`src/rtl/jtgng_irqctl.sv`:
```
// Multi-channel vectored interrupt controller for a Z80 in IM0: latches requests,
// masks and prioritises them, drives INT_n and supplies an RST vector on acknowledge.
module jtgng_irqctl #(
  parameter int              CH       = 4,
  parameter logic [CH-1:0]   EDGE     = {CH{1'b1}},
  parameter logic [CH-1:0]   MASK_RST = {CH{1'b1}},
  parameter logic [7:0]      VBASE    = 8'hC7
) (
  input  logic          clk,
  input  logic          rst,
  input  logic          cen_i,
  input  logic [CH-1:0] trig_i,
  input  logic          mask_we_i,
  input  logic [CH-1:0] mask_din_i,
  input  logic          clr_we_i,
  input  logic [CH-1:0] clr_din_i,
  input  logic          iorq_n_i,
  input  logic          m1_n_i,
  output logic          int_n_o,
  output logic [7:0]    vector_o,
  output logic [CH-1:0] pending_o,
  output logic [CH-1:0] mask_o,
  output logic [2:0]    active_ch_o
);

  logic [CH-1:0] trigPrev_q;
  logic          ackPrev_q;
  logic [CH-1:0] pending_q, pending_d;
  logic [CH-1:0] mask_q, mask_d;
  logic          int_n_q, int_n_d;
  logic [7:0]    vector_q, vector_d;
  logic [2:0]    active_ch_q, active_ch_d;

  logic          ack, ackStart, anyEn;
  logic [CH-1:0] req, enabled, selHot, clr;
  logic [2:0]    sel;

  assign ack      = ~iorq_n_i & ~m1_n_i;
  assign ackStart = ack & ~ackPrev_q;
  assign req      = (trig_i & ~trigPrev_q & EDGE) | (trig_i & ~EDGE);
  assign enabled  = pending_q & mask_q;

  // Lowest-index enabled channel wins; scanning downwards lets the last hit be the lowest.
  always_comb begin
    sel   = 3'd0;
    anyEn = 1'b0;
    for (int i = CH - 1; i >= 0; i--) begin
      if (enabled[i]) begin
        sel   = 3'(i);
        anyEn = 1'b1;
      end
    end
    selHot = '0;
    for (int i = 0; i < CH; i++) begin
      selHot[i] = (sel == 3'(i));
    end
  end

  always_comb begin
    clr = clr_we_i ? clr_din_i : '0;
    if (ackStart && anyEn) begin
      clr = clr | selHot;
    end
    // New requests are OR-ed in after clearing so a coincident event is never lost.
    pending_d   = req | (pending_q & ~clr);
    mask_d      = mask_we_i ? mask_din_i : mask_q;
    int_n_d     = ~|(pending_d & mask_d);
    vector_d    = vector_q;
    active_ch_d = active_ch_q;
    if (ackStart) begin
      if (anyEn) begin
        vector_d    = VBASE | {2'b00, sel, 3'b000};
        active_ch_d = sel;
      end else begin
        vector_d    = 8'hFF;
      end
    end
  end

  // Reset leaves ackPrev at 0, so an ack still held across reset looks spurious on the
  // first cen; with nothing pending that is harmless and later acks need a fresh edge.
  always_ff @(posedge clk) begin
    if (rst) begin
      trigPrev_q  <= '0;
      ackPrev_q   <= 1'b0;
      pending_q   <= '0;
      mask_q      <= MASK_RST;
      int_n_q     <= 1'b1;
      vector_q    <= 8'hFF;
      active_ch_q <= 3'd0;
    end else if (cen_i) begin
      trigPrev_q  <= trig_i;
      ackPrev_q   <= ack;
      pending_q   <= pending_d;
      mask_q      <= mask_d;
      int_n_q     <= int_n_d;
      vector_q    <= vector_d;
      active_ch_q <= active_ch_d;
    end
  end

  assign int_n_o     = int_n_q;
  assign vector_o    = vector_q;
  assign pending_o   = pending_q;
  assign mask_o      = mask_q;
  assign active_ch_o = active_ch_q;

endmodule

```
`config.mk`:
```
export PLATFORM = sky130hd
export DESIGN_NAME = jtgng_irqctl
export DESIGN_NICKNAME = d
export VERILOG_FILES = /design/src/rtl/jtgng_irqctl.sv
export SDC_FILE = /design/constraint.sdc
export NUM_CORES = 1
export LEC_CHECK = 0
export CAP_MARGIN = 10
export CORE_UTILIZATION = 38
export DETAILED_ROUTE_END_ITERATION = 8
export GPL_TIMING_DRIVEN = 0
export HOLD_SLACK_MARGIN = 0.03
export PLACE_DENSITY = 0.85
export SLEW_MARGIN = 25
export SYNTH_ARGS = -nofsm -noshare
export SYNTH_HDL_FRONTEND = slang
export SYNTH_SLANG_ARGS = --single-unit
export TNS_END_PERCENT = 50
```
`constraint.sdc`:
```
create_clock -name clk -period 1.5 [get_ports clk]
set_input_delay 0.225 -clock clk [delete_from_list [all_inputs] [get_ports clk]]
set_output_delay 0.225 -clock clk [all_outputs]
set_load 0.02 [all_outputs]
```
# After elaboration in Yosys (flattened, before gate mapping)
# Index checks and enable logic that the tools add are counted.
dict set report op_classes {
  n_reduce_logical 6
  n_mux 12
  n_bitwise 13
  eq_ne 3
}
# op n
set op_table {}
lappend op_table {{4-bit AND} 4}
lappend op_table {{4-bit two-way mux} 3}
lappend op_table {{4-bit inverter} 2}
lappend op_table {{4-bit OR} 2}
lappend op_table {{3-bit by 2-bit equality test with 1-bit output, second input constant} 2}
lappend op_table {{2-bit two-way mux} 3}
lappend op_table {{6-bit two-way mux} 1}
lappend op_table {{1-bit two-way mux} 4}
lappend op_table {{4-bit OR reduction} 1}
lappend op_table {{3-bit by 1-bit equality test with 1-bit output, second input constant} 1}
lappend op_table {{3-bit logical NOT} 1}
lappend op_table {{3-bit two-way mux} 1}
lappend op_table {{1-bit inverter} 3}
lappend op_table {{3-bit AND reduction} 1}
lappend op_table {{1-bit AND} 2}
lappend op_table {{2-bit AND reduction} 1}
lappend op_table {{1-bit logical AND} 1}
lappend op_table {{1-bit logical NOT} 1}
dict set report word_totals {
  wordCells 41
  input_bits 19
  out_inout_bits 20
  register_bits 25
}

# Logic depth before layout (Yosys ltp)
dict set report logic_depth {
  ltp_word 14
  mapped_depth 5
  ltp_nobuf 4
}

# Worst setup path before layout
# OpenSTA, ideal clock, no wires.
dict set report synth_path {
  path_kind {register to register}
  start {reg mask_q[0], in the netlist mask_o[0]}
  end {reg int_n_q, in the netlist int_n_o}
  path_buffers 0
  path_stages_with_launch 5
  t_required_ns 1.404
  setup_time_ns 0.096
  slack_ns -0.120
  arrival_time_ns 1.524
  synth_period_minus_slack_ns 1.620
  path_cell_list {dfxtp_1 > or4b_1 > a32oi_2 > o21ai_1 > o41ai_2}
}
dict set report synth_via {
  elab_chain_cells 11
  elab_cells_between_ends 17
  cone_classes {eq/ne (3); mux (4); bitwise (6); reduce/logical (4)}
}
# item line
set synth_lines {}
lappend synth_lines {{from (decl)} 29} ;# logic [CH-1:0] mask_q, mask_d;
lappend synth_lines {{from (signal assigned)} 95} ;# mask_q <= mask_d;
lappend synth_lines {{4-bit AND} 41} ;# assign enabled = pending_q & mask_q;
lappend synth_lines {{3-bit two-way mux} 48} ;# if (enabled[i]) begin
lappend synth_lines {{3-bit by 1-bit equality test with 1-bit output (tied with other cells)} 55} ;# selHot[i] = (sel == 3'(i));
lappend synth_lines {{4-bit OR} 62} ;# clr = clr | selHot;
lappend synth_lines {{4-bit two-way mux} 61} ;# if (ackStart && anyEn) begin
lappend synth_lines {{4-bit inverter} 65} ;# pending_d = req | (pending_q & ~clr);
lappend synth_lines {{4-bit AND} 65}
lappend synth_lines {{4-bit OR} 65}
lappend synth_lines {{4-bit AND *} 67} ;# int_n_d = ~|(pending_d & mask_d);
lappend synth_lines {{4-bit OR reduction *} 67}
lappend synth_lines {{1-bit logical NOT *} 67}
lappend synth_lines {{to (signal assigned)} 96} ;# int_n_q <= int_n_d;
lappend synth_lines {{to (decl)} 30} ;# logic int_n_q, int_n_d;
# Every way passes the cells marked *; elsewhere a longest branch is shown, timed or not.
# A chain may end at the register's enable or synchronous reset.

# Worst setup path in the final report
dict set report layout_path {
  start {reg ackPrev_q}
  end {reg int_n_q, in the netlist int_n_o}
}
dict set report layout_via {
  elab_chain_cells 10
}
# item line
set layout_lines {}
lappend layout_lines {{from (decl)} 27} ;# logic ackPrev_q;
lappend layout_lines {{from (signal assigned)} 93} ;# ackPrev_q <= ack;
lappend layout_lines {{1-bit inverter} 39} ;# assign ackStart = ack & ~ackPrev_q;
lappend layout_lines {{1-bit AND} 39}
lappend layout_lines {{1-bit logical AND} 61}
lappend layout_lines {{4-bit two-way mux} 61}
lappend layout_lines {{4-bit inverter} 65}
lappend layout_lines {{4-bit AND} 65}
lappend layout_lines {{4-bit OR} 65}
lappend layout_lines {{4-bit AND} 67}
lappend layout_lines {{4-bit OR reduction} 67}
lappend layout_lines {{1-bit logical NOT} 67}
# Every way passes these cells.

==> results.yml <==
outcome:
  status: "complete, but fails checks"
  failed_checks: "setup timing"
drt:
  drtIter0Drc: 25
  routed_via_density: 5.32
  antenna_left: 0
  routed_wirelength_mm: 2.47
  drt_pass1_iterations: 4
  num_vias: 937
  wl_per_cell_um: 14.0
  drc_errors: 0
grt:
  track_usage: 0.190
  grt_pass1_vias: 847
  grt_max_degree: 11
  antenna_found_initial: 0
  grt_remaining_overflow: 0
  grt_pass1_wl_mm: 3.84
logic_synthesis:
  synth_warnings: 0
  synthMuxAreaShare: 0.0819
  synth_top_family_by_area: "compound AO/OA/AOI/OAI gates"
  ys_seq_area_frac: 0.389
  synth_cell_types: 34
  synthAdderAreaFrac: 0
  synthSimpleGateAreaFrac: 0.170
  netlist_area_um2: 977
  synth-edff-count: 0
  postSynthAreaPerCell_um2: 8.97
  synthCells: 109
  synthXorXnorAreaFrac: 0
  synth-compound-area-share: 0.273
  synth_seq_cells: 19
  ys.flop_type: "dfxtp_1"
  ys_async_sr_fraction: 0
cells_and_area:
  area_growth_pct: 40.6
  drive_gt1_frac: 0.164
  antenna_cells: 0
  final_area_um2: 1370
  seqCellArea_um2: 385
  nets: 166
  utilization: 0.560
  multiInputGateArea_um2: 544
  fillers: 223
sta:
  slew_viol_final: 0
  fmax_mhz: 618
  setup_viol: 1
  finalCritPeriodShare: 1.08
  worst_pin_slew_ns: 0.551
  skew_ns: 0.00282
  hold_viol: 0
  rsz0062_at_grt: "true"
  max_slew_margin: 0.633
  fin_crit_ns: 1.62
  setup_slack_ns: -0.117
clock_network:
  clk_pin_slew_worst_paths_ns: 0.11
  numCtsBuffers: 3
  root_buffer: "clkbuf_4"
  cts_buffer_depth: 2
  cts_tree: "built"
  htree_num_levels: 1
  clkLatencyLatePin_ns: 0.30
  cts_hold_buf: 0
  cts_sinks: 19
worst_setup_path:
  criticalPathCategory: "reg -> reg"
  crit_fanout: 5
  worstPathArrival_ns: 1.83
  cp.required_ns: 1.71
  cp-end-kind: "flop"
  critPathLaunchType: "flop"
floorplan:
  core_area_um2: 2450
  io_pins: 39
  die_h_um: 52.7
  dieArea_um2: 2780
  die_x_um: 52.7
  rows: 18
  start_util: 0.398
power:
  power.leakage_nw: 0.646
  ir_drop_uv: 590
  p_total_w: 0.00111
  power_density_nw_per_um2: 811
place:
  placed_cell_area_um2: 1320
  dp_slack_ns: -0.487
  portBuffers: 29
  hpwl_mm: 1.86
  gp_congestion: 0.889
hold_path:
  hold_class: "in -> reg"
flow_run:
  cap_violations: 0
-- cell usage in the layout (no fill, tap or decap), types with 2 or more instances in the layout --
| cell | n |
|---|---|
| and3_1 | 3 |
| dlygate4sd2_1 | 7 |
| a311oi_1 | 2 |
| conb_1 | 6 |
| nor2_1 | 17 |
| nand2b_1 | 2 |
| buf_4 | 6 |
| clkdlybuf4s50_1 | 13 |
| nor3_1 | 3 |
| a21oi_1 | 6 |
| a211o_1 | 3 |
| clkbuf_1 | 4 |
| o21ba_2 | 2 |
| a211oi_1 | 2 |
| o21bai_1 | 3 |
| dfxtp_1 | 17 |
| inv_1 | 3 |
| nand2_1 | 5 |
| dlymetal6s2s_1 | 9 |
| mux2i_1 | 8 |
| a21bo_2 | 2 |
| clkbuf_4 | 3 |
-- registers in the layout, indices dropped and copies added (netlist names) --
register     count
ackPrev_q        1
mask_o           4
trigPrev_q       4
int_n_o          1
pending_o        4
vector_o         3
active_ch_o      2
-- timing repair --
item	CTS	global route
endpoints found under the hold margin	0	0
resized for setup	7	12
buffers inserted	0	0
gates cloned	0	0
pin swaps	1	1
setup endpoints to repair	9	9
-- kinds of logic (layout without fill, tap and decap cells) --
kind of cell | count (synthesis) | in the layout
other | 2 | 6
buffers and inverters | 14 | 47
flip-flops | 19 | 19
AO/OA/AOI/OAI | 31 | 31
multiplexers | 8 | 8
AND/OR/NAND/NOR | 35 | 35
-- per-stage QoR --
stage               std cells  hold slack [ns]  TNS (ns)
floorplan                 113            0.372         0
global placement          172            0.464     -1.76
detailed placement        172            0.482     -1.99
CTS                       176            0.287    -0.187
global route              176            0.284    -0.214
finish                    176            0.297    -0.117
-- synth_stat cells, drive strengths merged, types with 2 or more instances --
cell type	instances	area share
and3	3	0.019
a22o	2	0.019
nand2b	2	0.013
conb	2	0.0077
a311oi	2	0.018
o21bai	3	0.023
a21bo	2	0.020
nor2	17	0.065
inv	3	0.012
o21ba	2	0.020
clkbuf	3	0.012
buf	8	0.055
a211o	4	0.037
nor3	4	0.020
a211oi	2	0.015
a21oi	6	0.031
mux2i	8	0.082
or4b	2	0.020
dfxtp	19	0.39
nand2	5	0.019
-- worst max-delay path, cell delays in order (launching register included) --
cell      delay, ns
dfxtp_2        0.36
or3_1          0.41
o311ai_2       0.30
a21oi_1        0.15
o41ai_2        0.31
-- metal layers --
metal	vias to the layer above	part of all wire	GRT usage	routed length, um
li1	455	-	-	-
met1	428	0.45	0.248	1100
met2	49	0.45	0.304	1120
met3	5	0.085	0.0232	210
met4	0	0.014	0.0965	34
met5	-	0	0	0
-- worst paths after layout --
| check | slack, ns | from | to | cells past startpoint |
|---|---|---|---|---|
| min | 0.30 | cen_i | pending_o[1] | 3 |
| max | -0.12 | ackPrev_q | int_n_o | 4 |
| max reg2reg | -0.12 | ackPrev_q | int_n_o | 4 |
| min reg2reg | 0.51 | trigPrev_q[0] | trigPrev_q[0] | 2 |
-- cell type report --
class | count | share of cell area
inverters | 3 | 0.00820
clock buffers | 4 | 0.0191
flip-flops and latches | 19 | 0.281
well taps | 30 | 0.0273
multi-input cells | 80 | 0.396
plain buffers | 11 | 0.0474
repair buffers | 29 | 0.221
-- power by group --
group	total (W)	leakage, nW	switching, W	internal, W
combinational	0.000285	0.473	0.000143	0.000142
clock	0.000260	0.0150	0.000157	0.000104
sequential	0.000569	0.157	0.0000340	0.000535
Power figures use the tool's default switching activity.
